`config.mk`:
```
export PLATFORM = sky130hd
export DESIGN_NAME = act_sram_streamer_flat
export DESIGN_NICKNAME = d
export VERILOG_FILES = /design/src/rtl/act_sram_streamer_pkg.sv /design/src/rtl/act_sram_streamer_if.sv /design/src/rtl/act_sram_streamer_read_pipe.sv /design/src/rtl/act_sram_streamer.sv /design/src/flat_wrapper.sv
export SDC_FILE = /design/constraint.sdc
export NUM_CORES = 1
export LEC_CHECK = 0
export BUFFER_PORTS_ARGS = -buffer_cell sky130_fd_sc_hd__buf_2
export CAP_MARGIN = 5
export CELL_PAD_IN_SITES_DETAIL_PLACEMENT = 1
export CELL_PAD_IN_SITES_GLOBAL_PLACEMENT = 2
export CORE_ASPECT_RATIO = 0.7
export CORE_MARGIN = 1.5
export CORE_UTILIZATION = 21
export DETAILED_ROUTE_END_ITERATION = 16
export GPL_TIMING_DRIVEN = 0
export PLACE_DENSITY = 0.83
export SYNTH_ARGS = -nofsm -noshare
export SYNTH_HDL_FRONTEND = slang
export SYNTH_SLANG_ARGS = --single-unit
```
`constraint.sdc`:
```
create_clock -name i_clk -period 2 [get_ports i_clk]
set_input_delay 0.4 -clock i_clk [delete_from_list [all_inputs] [get_ports i_clk]]
set_output_delay 0.4 -clock i_clk [all_outputs]
set_load 0.02 [all_outputs]
```
`src/rtl/act_sram_streamer_pkg.sv`:
```
// Types and default widths shared between the activation streamer and the row routers.
package router_pkg;

    localparam int DEFAULT_SRAM_DATA_WIDTH = 64;
    localparam int DEFAULT_ADDR_WIDTH      = 8;

    typedef enum logic [2:0] {
        IDLE,
        ARM,
        STREAM,
        DRAIN
    } streamer_state_t;

endpackage

```
`src/rtl/act_sram_streamer_if.sv`:
```
// Control, SRAM and broadcast bundle between the streamer (master) and its surroundings (slave).
interface act_sram_streamer_if #(
    parameter int SRAM_DATA_WIDTH = router_pkg::DEFAULT_SRAM_DATA_WIDTH,
    parameter int ADDR_WIDTH      = router_pkg::DEFAULT_ADDR_WIDTH,
    parameter int ROUTER_COUNT    = 8,
    parameter int MAX_PASSES      = 4
);
    import router_pkg::*;

    localparam int PASS_W = $clog2(MAX_PASSES + 1);

    logic                       i_start;
    logic                       i_abort;
    logic                       i_hold;
    logic [ADDR_WIDTH-1:0]      i_start_addr;
    logic [ADDR_WIDTH:0]        i_word_count;
    logic [ROUTER_COUNT-1:0]    i_mpp_empty;
    logic                       o_sram_ren;
    logic [ADDR_WIDTH-1:0]      o_sram_addr;
    logic [SRAM_DATA_WIDTH-1:0] i_sram_rdata;
    logic                       o_ag_en;
    logic                       o_ac_en;
    // o_data_valid qualifies o_data/o_addr for exactly one cycle with no ready;
    // the only backpressure is i_hold, which stops new reads but never in-flight returns.
    logic [SRAM_DATA_WIDTH-1:0] o_data;
    logic [ADDR_WIDTH-1:0]      o_addr;
    logic                       o_data_valid;
    logic                       o_busy;
    logic                       o_done;
    logic                       o_error;
    logic [PASS_W-1:0]          o_pass_count;
    streamer_state_t            state;

    modport master (
        input  i_start, i_abort, i_hold, i_start_addr, i_word_count, i_mpp_empty, i_sram_rdata,
        output o_sram_ren, o_sram_addr, o_ag_en, o_ac_en, o_data, o_addr, o_data_valid,
        output o_busy, o_done, o_error, o_pass_count, state
    );

    modport slave (
        output i_start, i_abort, i_hold, i_start_addr, i_word_count, i_mpp_empty, i_sram_rdata,
        input  o_sram_ren, o_sram_addr, o_ag_en, o_ac_en, o_data, o_addr, o_data_valid,
        input  o_busy, o_done, o_error, o_pass_count, state
    );

endinterface

```
`src/rtl/act_sram_streamer_read_pipe.sv`:
```
// Delays {read-enable, address} by the SRAM read latency so each return is tagged with its address.
module sram_read_pipe #(
    parameter int ADDR_WIDTH = 8,
    parameter int LATENCY    = 1
) (
    input  logic                  clk,
    input  logic                  flush,
    input  logic                  ren,
    input  logic [ADDR_WIDTH-1:0] addr,
    output logic                  tail_valid,
    output logic [ADDR_WIDTH-1:0] tail_addr,
    output logic                  busy
);
    logic [LATENCY-1:0]    valid_q;
    logic [ADDR_WIDTH-1:0] addr_q [LATENCY];

    always_ff @(posedge clk) begin
        if (flush) begin
            valid_q <= '0;
            for (int i = 0; i < LATENCY; i++) addr_q[i] <= '0;
        end else begin
            valid_q[0] <= ren;
            addr_q[0]  <= addr;
            for (int i = 1; i < LATENCY; i++) begin
                valid_q[i] <= valid_q[i-1];
                addr_q[i]  <= addr_q[i-1];
            end
        end
    end

    assign tail_valid = valid_q[LATENCY-1];
    assign tail_addr  = addr_q[LATENCY-1];
    assign busy       = |valid_q;

endmodule

```
`src/rtl/act_sram_streamer.sv`:
```
// Arms the row routers, sweeps the activation SRAM and broadcasts each word,
// re-sweeping until every router MPP FIFO is empty or the pass budget runs out.
module act_sram_streamer
    import router_pkg::*;
#(
    parameter int SRAM_DATA_WIDTH = DEFAULT_SRAM_DATA_WIDTH,
    parameter int ADDR_WIDTH      = DEFAULT_ADDR_WIDTH,
    parameter int ROUTER_COUNT    = 8,
    parameter int SRAM_LATENCY    = 1,
    parameter int MAX_PASSES      = 4
) (
    input logic                 i_clk,
    input logic                 i_rst,
    act_sram_streamer_if.master bus
);
    localparam int PASS_W = $clog2(MAX_PASSES + 1);
    localparam int CNT_W  = ADDR_WIDTH + 1;

    streamer_state_t         state_q;
    logic [ADDR_WIDTH-1:0]   start_addr_q, cur_q, tail_addr;
    logic [CNT_W-1:0]        word_count_q, issued_q;
    logic [PASS_W-1:0]       pass_q, pass_next;
    logic                    ag_en_q, ac_en_q, busy_q, done_q, error_q;
    logic                    kill, ren, last_issue, all_empty, tail_valid, pipe_busy;
    logic [ROUTER_COUNT-1:0] mpp_empty;

    assign kill       = i_rst | bus.i_abort;
    assign mpp_empty  = bus.i_mpp_empty;
    assign all_empty  = &mpp_empty;
    assign pass_next  = pass_q + PASS_W'(1);
    assign ren        = (state_q == STREAM) && !bus.i_hold && (issued_q != word_count_q);
    // Leave STREAM on the edge that issues the last read so DRAIN starts with it in flight.
    assign last_issue = ren && (issued_q + CNT_W'(1) == word_count_q);

    sram_read_pipe #(
        .ADDR_WIDTH(ADDR_WIDTH),
        .LATENCY   (SRAM_LATENCY)
    ) u_read_pipe (
        .clk       (i_clk),
        .flush     (kill),
        .ren       (ren),
        .addr      (cur_q),
        .tail_valid(tail_valid),
        .tail_addr (tail_addr),
        .busy      (pipe_busy)
    );

    always_ff @(posedge i_clk) begin
        if (kill) begin
            state_q      <= IDLE;
            start_addr_q <= '0;
            cur_q        <= '0;
            word_count_q <= '0;
            issued_q     <= '0;
            pass_q       <= '0;
            ag_en_q      <= 1'b0;
            ac_en_q      <= 1'b0;
            busy_q       <= 1'b0;
            done_q       <= 1'b0;
            error_q      <= 1'b0;
        end else begin
            ag_en_q <= 1'b0;
            done_q  <= 1'b0;
            error_q <= 1'b0;
            case (state_q)
                IDLE: begin
                    if (bus.i_start) begin
                        start_addr_q <= bus.i_start_addr;
                        word_count_q <= bus.i_word_count;
                        pass_q       <= '0;
                        ag_en_q      <= 1'b1;
                        busy_q       <= 1'b1;
                        state_q      <= ARM;
                    end
                end
                ARM: begin
                    cur_q    <= start_addr_q;
                    issued_q <= '0;
                    ac_en_q  <= 1'b1;
                    state_q  <= STREAM;
                end
                STREAM: begin
                    if (ren) begin
                        cur_q    <= cur_q + ADDR_WIDTH'(1);
                        issued_q <= issued_q + CNT_W'(1);
                    end
                    if (issued_q == word_count_q || last_issue) state_q <= DRAIN;
                end
                DRAIN: begin
                    // The first empty-pipe cycle is the settle cycle: the last pop has landed.
                    if (!pipe_busy) begin
                        pass_q <= pass_next;
                        if (all_empty || pass_next == PASS_W'(MAX_PASSES)) begin
                            done_q  <= all_empty;
                            error_q <= !all_empty;
                            busy_q  <= 1'b0;
                            ac_en_q <= 1'b0;
                            state_q <= IDLE;
                        end else begin
                            cur_q    <= start_addr_q;
                            issued_q <= '0;
                            state_q  <= STREAM;
                        end
                    end
                end
                default: begin
                    busy_q  <= 1'b0;
                    ac_en_q <= 1'b0;
                    state_q <= IDLE;
                end
            endcase
        end
    end

    assign bus.o_sram_ren   = ren;
    assign bus.o_sram_addr  = cur_q;
    assign bus.o_ag_en      = ag_en_q;
    assign bus.o_ac_en      = ac_en_q;
    assign bus.o_data_valid = tail_valid;
    assign bus.o_addr       = tail_valid ? tail_addr : '0;
    assign bus.o_data       = tail_valid ? bus.i_sram_rdata : '0;
    assign bus.o_busy       = busy_q;
    assign bus.o_done       = done_q;
    assign bus.o_error      = error_q;
    assign bus.o_pass_count = pass_q;
    assign bus.state        = state_q;

endmodule

```
`src/flat_wrapper.sv`:
```
// flat-port wrapper written by rule: the top's interface ports become plain ports
module act_sram_streamer_flat import router_pkg::*;
#(
    parameter int SRAM_DATA_WIDTH = DEFAULT_SRAM_DATA_WIDTH,
    parameter int ADDR_WIDTH      = DEFAULT_ADDR_WIDTH,
    parameter int ROUTER_COUNT    = 8,
    parameter int SRAM_LATENCY    = 1,
    parameter int MAX_PASSES      = 4
)
  (i_clk, i_rst, bus_i_start, bus_i_abort, bus_i_hold, bus_i_start_addr, bus_i_word_count, bus_i_mpp_empty, bus_i_sram_rdata, bus_o_sram_ren, bus_o_sram_addr, bus_o_ag_en, bus_o_ac_en, bus_o_data, bus_o_addr, bus_o_data_valid, bus_o_busy, bus_o_done, bus_o_error, bus_o_pass_count, bus_state);
  act_sram_streamer_if #(.SRAM_DATA_WIDTH(SRAM_DATA_WIDTH), .ADDR_WIDTH(ADDR_WIDTH), .ROUTER_COUNT(ROUTER_COUNT), .MAX_PASSES(MAX_PASSES)) bus_i ();
  input logic i_clk;
  input logic i_rst;
  input wire logic [$bits(bus_i.i_start)-1:0] bus_i_start;
  input wire logic [$bits(bus_i.i_abort)-1:0] bus_i_abort;
  input wire logic [$bits(bus_i.i_hold)-1:0] bus_i_hold;
  input wire logic [$bits(bus_i.i_start_addr)-1:0] bus_i_start_addr;
  input wire logic [$bits(bus_i.i_word_count)-1:0] bus_i_word_count;
  input wire logic [$bits(bus_i.i_mpp_empty)-1:0] bus_i_mpp_empty;
  input wire logic [$bits(bus_i.i_sram_rdata)-1:0] bus_i_sram_rdata;
  output wire logic [$bits(bus_i.o_sram_ren)-1:0] bus_o_sram_ren;
  output wire logic [$bits(bus_i.o_sram_addr)-1:0] bus_o_sram_addr;
  output wire logic [$bits(bus_i.o_ag_en)-1:0] bus_o_ag_en;
  output wire logic [$bits(bus_i.o_ac_en)-1:0] bus_o_ac_en;
  output wire logic [$bits(bus_i.o_data)-1:0] bus_o_data;
  output wire logic [$bits(bus_i.o_addr)-1:0] bus_o_addr;
  output wire logic [$bits(bus_i.o_data_valid)-1:0] bus_o_data_valid;
  output wire logic [$bits(bus_i.o_busy)-1:0] bus_o_busy;
  output wire logic [$bits(bus_i.o_done)-1:0] bus_o_done;
  output wire logic [$bits(bus_i.o_error)-1:0] bus_o_error;
  output wire logic [$bits(bus_i.o_pass_count)-1:0] bus_o_pass_count;
  output wire logic [$bits(bus_i.state)-1:0] bus_state;
  assign bus_i.i_start = bus_i_start;
  assign bus_i.i_abort = bus_i_abort;
  assign bus_i.i_hold = bus_i_hold;
  assign bus_i.i_start_addr = bus_i_start_addr;
  assign bus_i.i_word_count = bus_i_word_count;
  assign bus_i.i_mpp_empty = bus_i_mpp_empty;
  assign bus_i.i_sram_rdata = bus_i_sram_rdata;
  assign bus_o_sram_ren = bus_i.o_sram_ren;
  assign bus_o_sram_addr = bus_i.o_sram_addr;
  assign bus_o_ag_en = bus_i.o_ag_en;
  assign bus_o_ac_en = bus_i.o_ac_en;
  assign bus_o_data = bus_i.o_data;
  assign bus_o_addr = bus_i.o_addr;
  assign bus_o_data_valid = bus_i.o_data_valid;
  assign bus_o_busy = bus_i.o_busy;
  assign bus_o_done = bus_i.o_done;
  assign bus_o_error = bus_i.o_error;
  assign bus_o_pass_count = bus_i.o_pass_count;
  assign bus_state = bus_i.state;
  act_sram_streamer #(.SRAM_DATA_WIDTH(SRAM_DATA_WIDTH), .ADDR_WIDTH(ADDR_WIDTH), .ROUTER_COUNT(ROUTER_COUNT), .SRAM_LATENCY(SRAM_LATENCY), .MAX_PASSES(MAX_PASSES)) u_core (.i_clk(i_clk), .i_rst(i_rst), .bus(bus_i));
endmodule
```
==> results of run 1 <==
critical path, delay by kind of cell (launching register included):
| family | cells | cell delay, ns |
|---|---|---|
| buf+inv | 3 | 0.42 |
| flops | 1 | 0.31 |
| compound gates | 1 | 0.29 |
| simple gates | 2 | 0.15 |
| xor+xnor | 1 | 0.22 |
cells by family after synthesis:
family          synth area share
fa+ha+maj                 0.0294
mux                       0.0117
other cells              0.00110
buf+inv                   0.0631
xor+xnor                  0.0352
compound gates             0.197
flops                      0.311
simple gates               0.351
stage by stage:
stage               power, uW  hold WS, ns  area, sq um  TNS [ns]  worst slack (ns)
floorplan                1370        0.436         3450         0            0.0223
finish                   2570        0.340         5380    -0.138           -0.0934
detailed placement       1580        0.450         4630     -5.26            -0.477
global placement         1560        0.454         4630     -4.07            -0.442
CTS                      2550        0.335         5180    -0.234            -0.139
global route             2670        0.350         5380    -0.453            -0.154
layer usage:
| layer | up-vias | global-route usage | routed length [um] |
|---|---|---|---|
| li1 | 1988 | - | - |
| met1 | 1996 | 0.233 | 7120 |
| met2 | 78 | 0.283 | 7540 |
| met3 | 8 | 0.0292 | 675 |
| met4 | 0 | 0.0388 | 124 |
| met5 | - | 0 | 0 |
power groups by stage:
stage | combinational [uW] | sequential, uW | clock [uW]
after floorplan | 239 | 1130 | 0
after global placement | 440 | 1120 | 0
after detailed placement | 457 | 1120 | 0
after CTS | 559 | 1100 | 887
after global routing | 647 | 1100 | 922
final | 595 | 1100 | 872
layout by cell type, fill, tap and decap left out, drive strengths merged, types with 10 or more instances in the layout:
cell type	n
nor3	10
dfxtp	53
a21oi	30
buf	229
o21ai	13
nand3	13
and2	80
nand2	54
clkbuf	26
a31oi	12
nor2	21
inv	10
final timing paths:
kind	from	end	slack, ns	depth (start not counted)
max	u_core.issued_q[4]	bus_o_sram_ren	-0.09	7
min	bus_i_word_count[3]	u_core.word_count_q[3]	0.34	3
max reg2reg	u_core.bus.state[0]	u_core.bus.o_sram_addr[3]	-0.04	8
min reg2reg	u_core.start_addr_q[1]	u_core.start_addr_q[1]	0.46	2
final cells by class:
type	count	area [sq um]	share of cell area
clock inverter	1	7.51	0.00140
buffer	28	181	0.0338
tap	200	250	0.0466
inverter	11	50.0	0.00931
clock buffer	7	133	0.0247
timing repair buffer	220	1200	0.224
sequential	53	1090	0.203
multi-input combinational	342	2460	0.458
sequential cells by signal, summed over array words and instances (netlist names), 2 cells and up:
name                       cells
u_core.issued_q                9
u_core.word_count_q            9
u_core.bus.o_sram_addr         8
u_core.start_addr_q            8
u_core.u_read_pipe.addr_q      8
u_core.bus.o_pass_count        3
u_core.bus.state               2
what timing repair did:
item | CTS | global route
buffers inserted | 27 | 10
gates resized for setup | 59 | 37
endpoints found under the setup margin | 100 | 101
pin swaps | 13 | 10
==> impl_metrics.py, run 1 <==
metrics = {
    "run_status": {
        "status": "complete, but fails checks",
        "violations": "negative setup slack",
    },
    "yosys": {
        "yosysUniqueCellTypes": 65,
        "synth_fp_nets": 541,
        "async_reset_ff_frac": 0,
        "yosys.area.top_type": "dfxtp_1",
        "yosys_register_bits": 53,
        "yosys.area.top_type_share": 0.311,
        "synth.most_common_cell": "and2_1",
        "ys.flop_type": "dfxtp_1",
        "synthTopCellsByArea": "dfxtp_1 31%, and2_1 15%, nand2_1 5.8%",
        "netlist_instances": 439,
        "syn_avg_cell_area_sq_um": 7.77,
        "synth_commonest_cells": "80 x and2_1, 53 x dfxtp_1, 53 x nand2_1, 30 x a21oi_1, 22 x clkbuf_1",
        "synth_seq_area_share": 0.311,
        "syn_area_sq_mm": 0.00341,
        "synth-edff-count": 0,
        "yosysWarnings": 0,
    },
    "worst_setup_path": {
        "worst-setup-path-type": "flop to output port",
        "crit_path_top_delay_cell": "dfxtp_1",
        "critPathCaptureType": "output port",
        "crit_arrival_ns": 1.69,
        "start_kind": "flop",
        "max_stage_delay_ns": 0.31,
        "critical_path.max_fanout": 9,
        "crit_chain": "buf_6, xnor2_4, nand2_4, o31ai_4, buf_6, nor2_4, buf_6",
        "crit_required_ns": 1.60,
        "worst_path_most_repeated_cell": "buf_6",
    },
    "cts": {
        "clk_pin_slew_ns": 0.07,
        "cts_max_level": 2,
        "cts_max_path_buffers": 2,
        "cts_hold_buf": 0,
        "numCtsBuffers": 5,
        "root_buffer": "clkbuf_16",
        "clock_sinks": 53,
        "cts_tree": "done",
        "clock_latency_ns": 0.29,
    },
    "placed_design": {
        "dp_cells": 824,
        "port_buffers": 185,
        "dp_hpwl_um": 11900,
        "gp_congestion": 0.849,
    },
    "detailed_routing": {
        "routed_wl_um": 15500,
        "drc": 0,
        "drt_first_iter_violations": 177,
        "via_per_inst": 4.72,
        "route.vias.total": 4070,
        "dr.pass1.iters": 4,
        "ant_nets": 0,
        "wire_per_inst_um": 17.9,
    },
    "cells_and_area": {
        "nFillCells": 1948,
        "antenna_cells": 0,
        "nets": 763,
        "fin_util": 0.343,
        "layout-drive-gt1-share": 0.470,
        "fin_cells": 862,
        "areaGrowthSynthToFinish_pct": 57.7,
    },
    "flow_run": {
        "drv_cap": 0,
    },
    "pwr": {
        "power_frac_comb": 0.232,
        "powerDensity_mw_per_mm2": 478,
        "seq_power_share": 0.429,
        "leakage_uw": 0.00239,
        "switching_share": 0.297,
        "power.internal_uw": 1810,
        "p_sw_uw": 762,
        "peakVddDrop_uv": 293,
        "p_clk_frac": 0.339,
    },
    "grt": {
        "grt_pass1_wl_um": 22600,
        "grt_overflow": 0,
        "grt_max_degree": 16,
        "grt_usage": 0.171,
        "grt_pass1_vias": 4162,
        "antenna_found_initial": 0,
    },
    "floorplan": {
        "dieHeight_um": 110,
        "die_area_sq_mm": 0.0170,
        "die_w_um": 155,
        "io_pins": 187,
        "start_util": 0.217,
        "rows": 38,
        "coreArea_sq_mm": 0.0157,
    },
    "sta": {
        "tightest_slew_ns": 0.778,
        "timing.final.crit_share": 1.05,
        "timing.slew.headroom": 0.478,
        "fmax_ghz": 0.478,
        "finClkSkew_ns": 0.00381,
        "period_minus_slack_ns": 2.09,
        "setup_viol": 2,
        "hold_viol_final": 0,
        "setup_slack_ns": -0.0934,
        "slew_violations": 0,
        "rsz0062_at_grt": "yes",
    },
    "worst_hold_path": {
        "hold_class": "input port to flop",
    },
}
No activity file was read; power rests on OpenSTA's default activity.
==> inputs of run 2 (changes only) <==
CORE_UTILIZATION = 20   (was 21)
PLACE_DENSITY = 0.82   (was 0.83)
SYNTH_HIERARCHICAL = 1   (was default)
==> run 2 against run 1 <==
Compared with the run above:
- the run now ends clean
- synthesized cell count fell by 9.3%
- worst setup slack gained 0.095 ns
- sequential share of layout area increased by 1.6 points
- fmax rose by 4.7%
- combinational power decreased by 24%
==> impl_metrics.py, run 2 <==
metrics = {
    "run_status": {
        "status": "completed",
    },
    "floorplan": {
        "coreArea_sq_mm": 0.0155,
        "die_area_sq_mm": 0.0166,
        "rows": 38,
        "dieHeight_um": 108,
        "die_w_um": 153,
        "io_pins": 187,
        "start_util": 0.204,
    },
    "cts": {
        "numCtsBuffers": 5,
        "cts_max_path_buffers": 2,
        "cts_hold_buf": 0,
        "cts_max_level": 2,
        "clk_pin_slew_ns": 0.07,
        "root_buffer": "clkbuf_16",
        "clock_sinks": 53,
        "clock_latency_ns": 0.30,
        "cts_tree": "done",
    },
    "cells_and_area": {
        "areaGrowthSynthToFinish_pct": 56.4,
        "antenna_cells": 0,
        "layout-drive-gt1-share": 0.471,
        "seqCellArea_sq_mm": 0.00108,
        "layout_commonest_cell": "buf_2",
        "layout_common_cells": "186 x buf_2, 74 x and2_1, 45 x nand2_1",
        "nets": 705,
        "multi_input_area_sq_mm": 0.00221,
        "top_regs": "u_core/issued_q: 9 flops, u_core/word_count_q: 9 flops",
        "nFillCells": 1926,
    },
    "grt": {
        "grt_max_degree": 19,
        "grt_usage": 0.155,
        "grt_pass1_wl_um": 20100,
        "use_met1": 0.188,
        "grt_util_met3": 0.0325,
        "top_usage_layer": "met2",
        "grt_overflow": 0,
        "antenna_found_initial": 0,
        "gr-usage-met2": 0.280,
        "grt_pass1_vias": 3733,
    },
    "worst_setup_path": {
        "start_kind": "flop",
        "crit_chain": "xnor2_2, nand4_1, o31ai_4, nor2_2, buf_6",
        "max_stage_delay_ns": 0.39,
        "crit_arrival_ns": 1.60,
        "worst-setup-path-type": "flop to output port",
        "critPathCaptureType": "output port",
        "critical_path.max_fanout": 8,
        "crit_path_top_delay_cell": "dfxtp_4",
        "crit_required_ns": 1.60,
    },
    "detailed_routing": {
        "dr.pass1.iters": 5,
        "wire_per_inst_um": 16.6,
        "route.vias.total": 3646,
        "drt_first_iter_violations": 181,
        "routed_wl_um": 13300,
        "via_per_inst": 4.54,
        "drc": 0,
        "ant_nets": 0,
    },
    "sta": {
        "fin_setup_tns_ns": 0,
        "fmax_ghz": 0.500,
        "timing.final.crit_share": 0.999,
        "setup_slack_ns": 0.00143,
        "period_minus_slack_ns": 2.00,
        "setup_viol": 0,
        "slew_violations": 0,
        "hold_viol_final": 0,
        "tightest_slew_ns": 0.615,
        "finClkSkew_ns": 0.00492,
        "hold_ws_ns": 0.334,
        "timing.slew.headroom": 0.590,
        "rsz0062_at_grt": "yes",
    },
    "yosys": {
        "synth.most_common_cell": "and2_1",
        "syn_avg_cell_area_sq_um": 7.95,
        "async_reset_ff_frac": 0,
        "syn_area_sq_mm": 0.00316,
        "synthTopCellsByArea": "dfxtp_1 34%, and2_1 15%, nand2_1 5.8%",
        "netlist_instances": 398,
        "yosysWarnings": 6,
        "synth_fp_nets": 500,
        "yosys_register_bits": 53,
        "yosysUniqueCellTypes": 56,
        "yosys.area.top_type_share": 0.335,
        "synth-edff-count": 0,
        "ys.flop_type": "dfxtp_1",
        "synth_commonest_cells": "74 x and2_1, 53 x dfxtp_1, 49 x nand2_1, 29 x a21oi_1, 18 x nor2_1",
        "yosys.area.top_type": "dfxtp_1",
        "synth_seq_area_share": 0.335,
    },
    "pwr": {
        "leakage_uw": 0.00227,
        "powerDensity_mw_per_mm2": 493,
        "power_uw": 2440,
        "peakVddDrop_uv": 304,
    },
    "placed_design": {
        "port_buffers": 185,
        "dpl_worst_slack_ns": -0.336,
        "dp_hpwl_um": 10400,
        "gp_congestion": 0.922,
    },
    "worst_hold_path": {
        "hold_class": "input port to flop",
    },
    "flow_run": {
        "drv_cap": 0,
    },
}
-- run 2: stage by stage --
step	cell area, sq um	util	cells
2_1_floorplan	3170	-	398
4_1_cts	4770	0.308	798
5_1_grt	4950	0.319	803
3_5_place_dp	4340	0.280	783
6_report	4950	0.319	803
3_3_place_gp	4340	0.280	783
-- run 2: logic make-up (layout without fill, tap and decap cells) --
| family | after synthesis | count (layout) | synth area share |
|---|---|---|---|
| AND/OR/NAND/NOR | 197 | 197 | 0.340 |
| AO/OA/AOI/OAI | 77 | 77 | 0.164 |
| flip-flops | 53 | 53 | 0.335 |
| buffers and inverters | 37 | 242 | 0.0542 |
| XOR/XNOR | 15 | 15 | 0.0415 |
| multiplexers | 10 | 10 | 0.0316 |
| adder cells (fa/ha/maj) | 8 | 8 | 0.0316 |
| other | 1 | 1 | 0.00119 |
-- run 2: worst paths after layout --
kind / cells past startpoint / to / slack [ns] / start
worst max-delay path: 5 / bus_o_sram_ren / 0.001 / u_core/issued_q[5]
worst min-delay path: 3 / u_core/word_count_q[5] / 0.33 / bus_i_word_count[5]
worst max register to register: 9 / u_core/issued_q[7] / 0.05 / u_core/issued_q[4]
worst min register to register: 2 / u_core/start_addr_q[2] / 0.47 / u_core/start_addr_q[2]
-- run 2: area by class of cell --
| cell class | instances | share of cell area |
|---|---|---|
| Buffer | 24 | 0.0356 |
| Clock buffer | 7 | 0.0288 |
| Inverter | 10 | 0.00758 |
| Multi-Input combinational cell | 308 | 0.447 |
| Sequential cell | 53 | 0.218 |
| Tap cell | 200 | 0.0506 |
| Timing Repair Buffer | 201 | 0.212 |
-- run 2: power breakdown --
group | total [uW] | switching (uW) | internal [uW]
clock network | 887 | 393 | 493
registers | 1100 | 26.3 | 1080
logic | 451 | 256 | 195
total | 2440 | 676 | 1760
-- run 2: per-layer routing --
| metal | wire [um] | share of wire |
|---|---|---|
| met5 | 0 | 0 |
| met4 | 142 | 0.011 |
| met3 | 942 | 0.071 |
| met2 | 6610 | 0.50 |
| met1 | 5620 | 0.42 |
-- run 2: repair_timing --
action	4_1_cts	5_1_grt
gates resized for setup	50	47
pin swaps	12	6
cloned	1	0
endpoints found under the setup margin	99	72
setup buffers	9	6
-- run 2: worst max-delay path, delay by kind of cell (launching register included) --
family / cells / cell delay [ns]
AOI/OAI and AO/OA: 1 / 0.28
buffers and inverters: 1 / 0.14
xor gates and xnor gates: 1 / 0.20
and+or+nand+nor: 2 / 0.29
DFF: 1 / 0.39
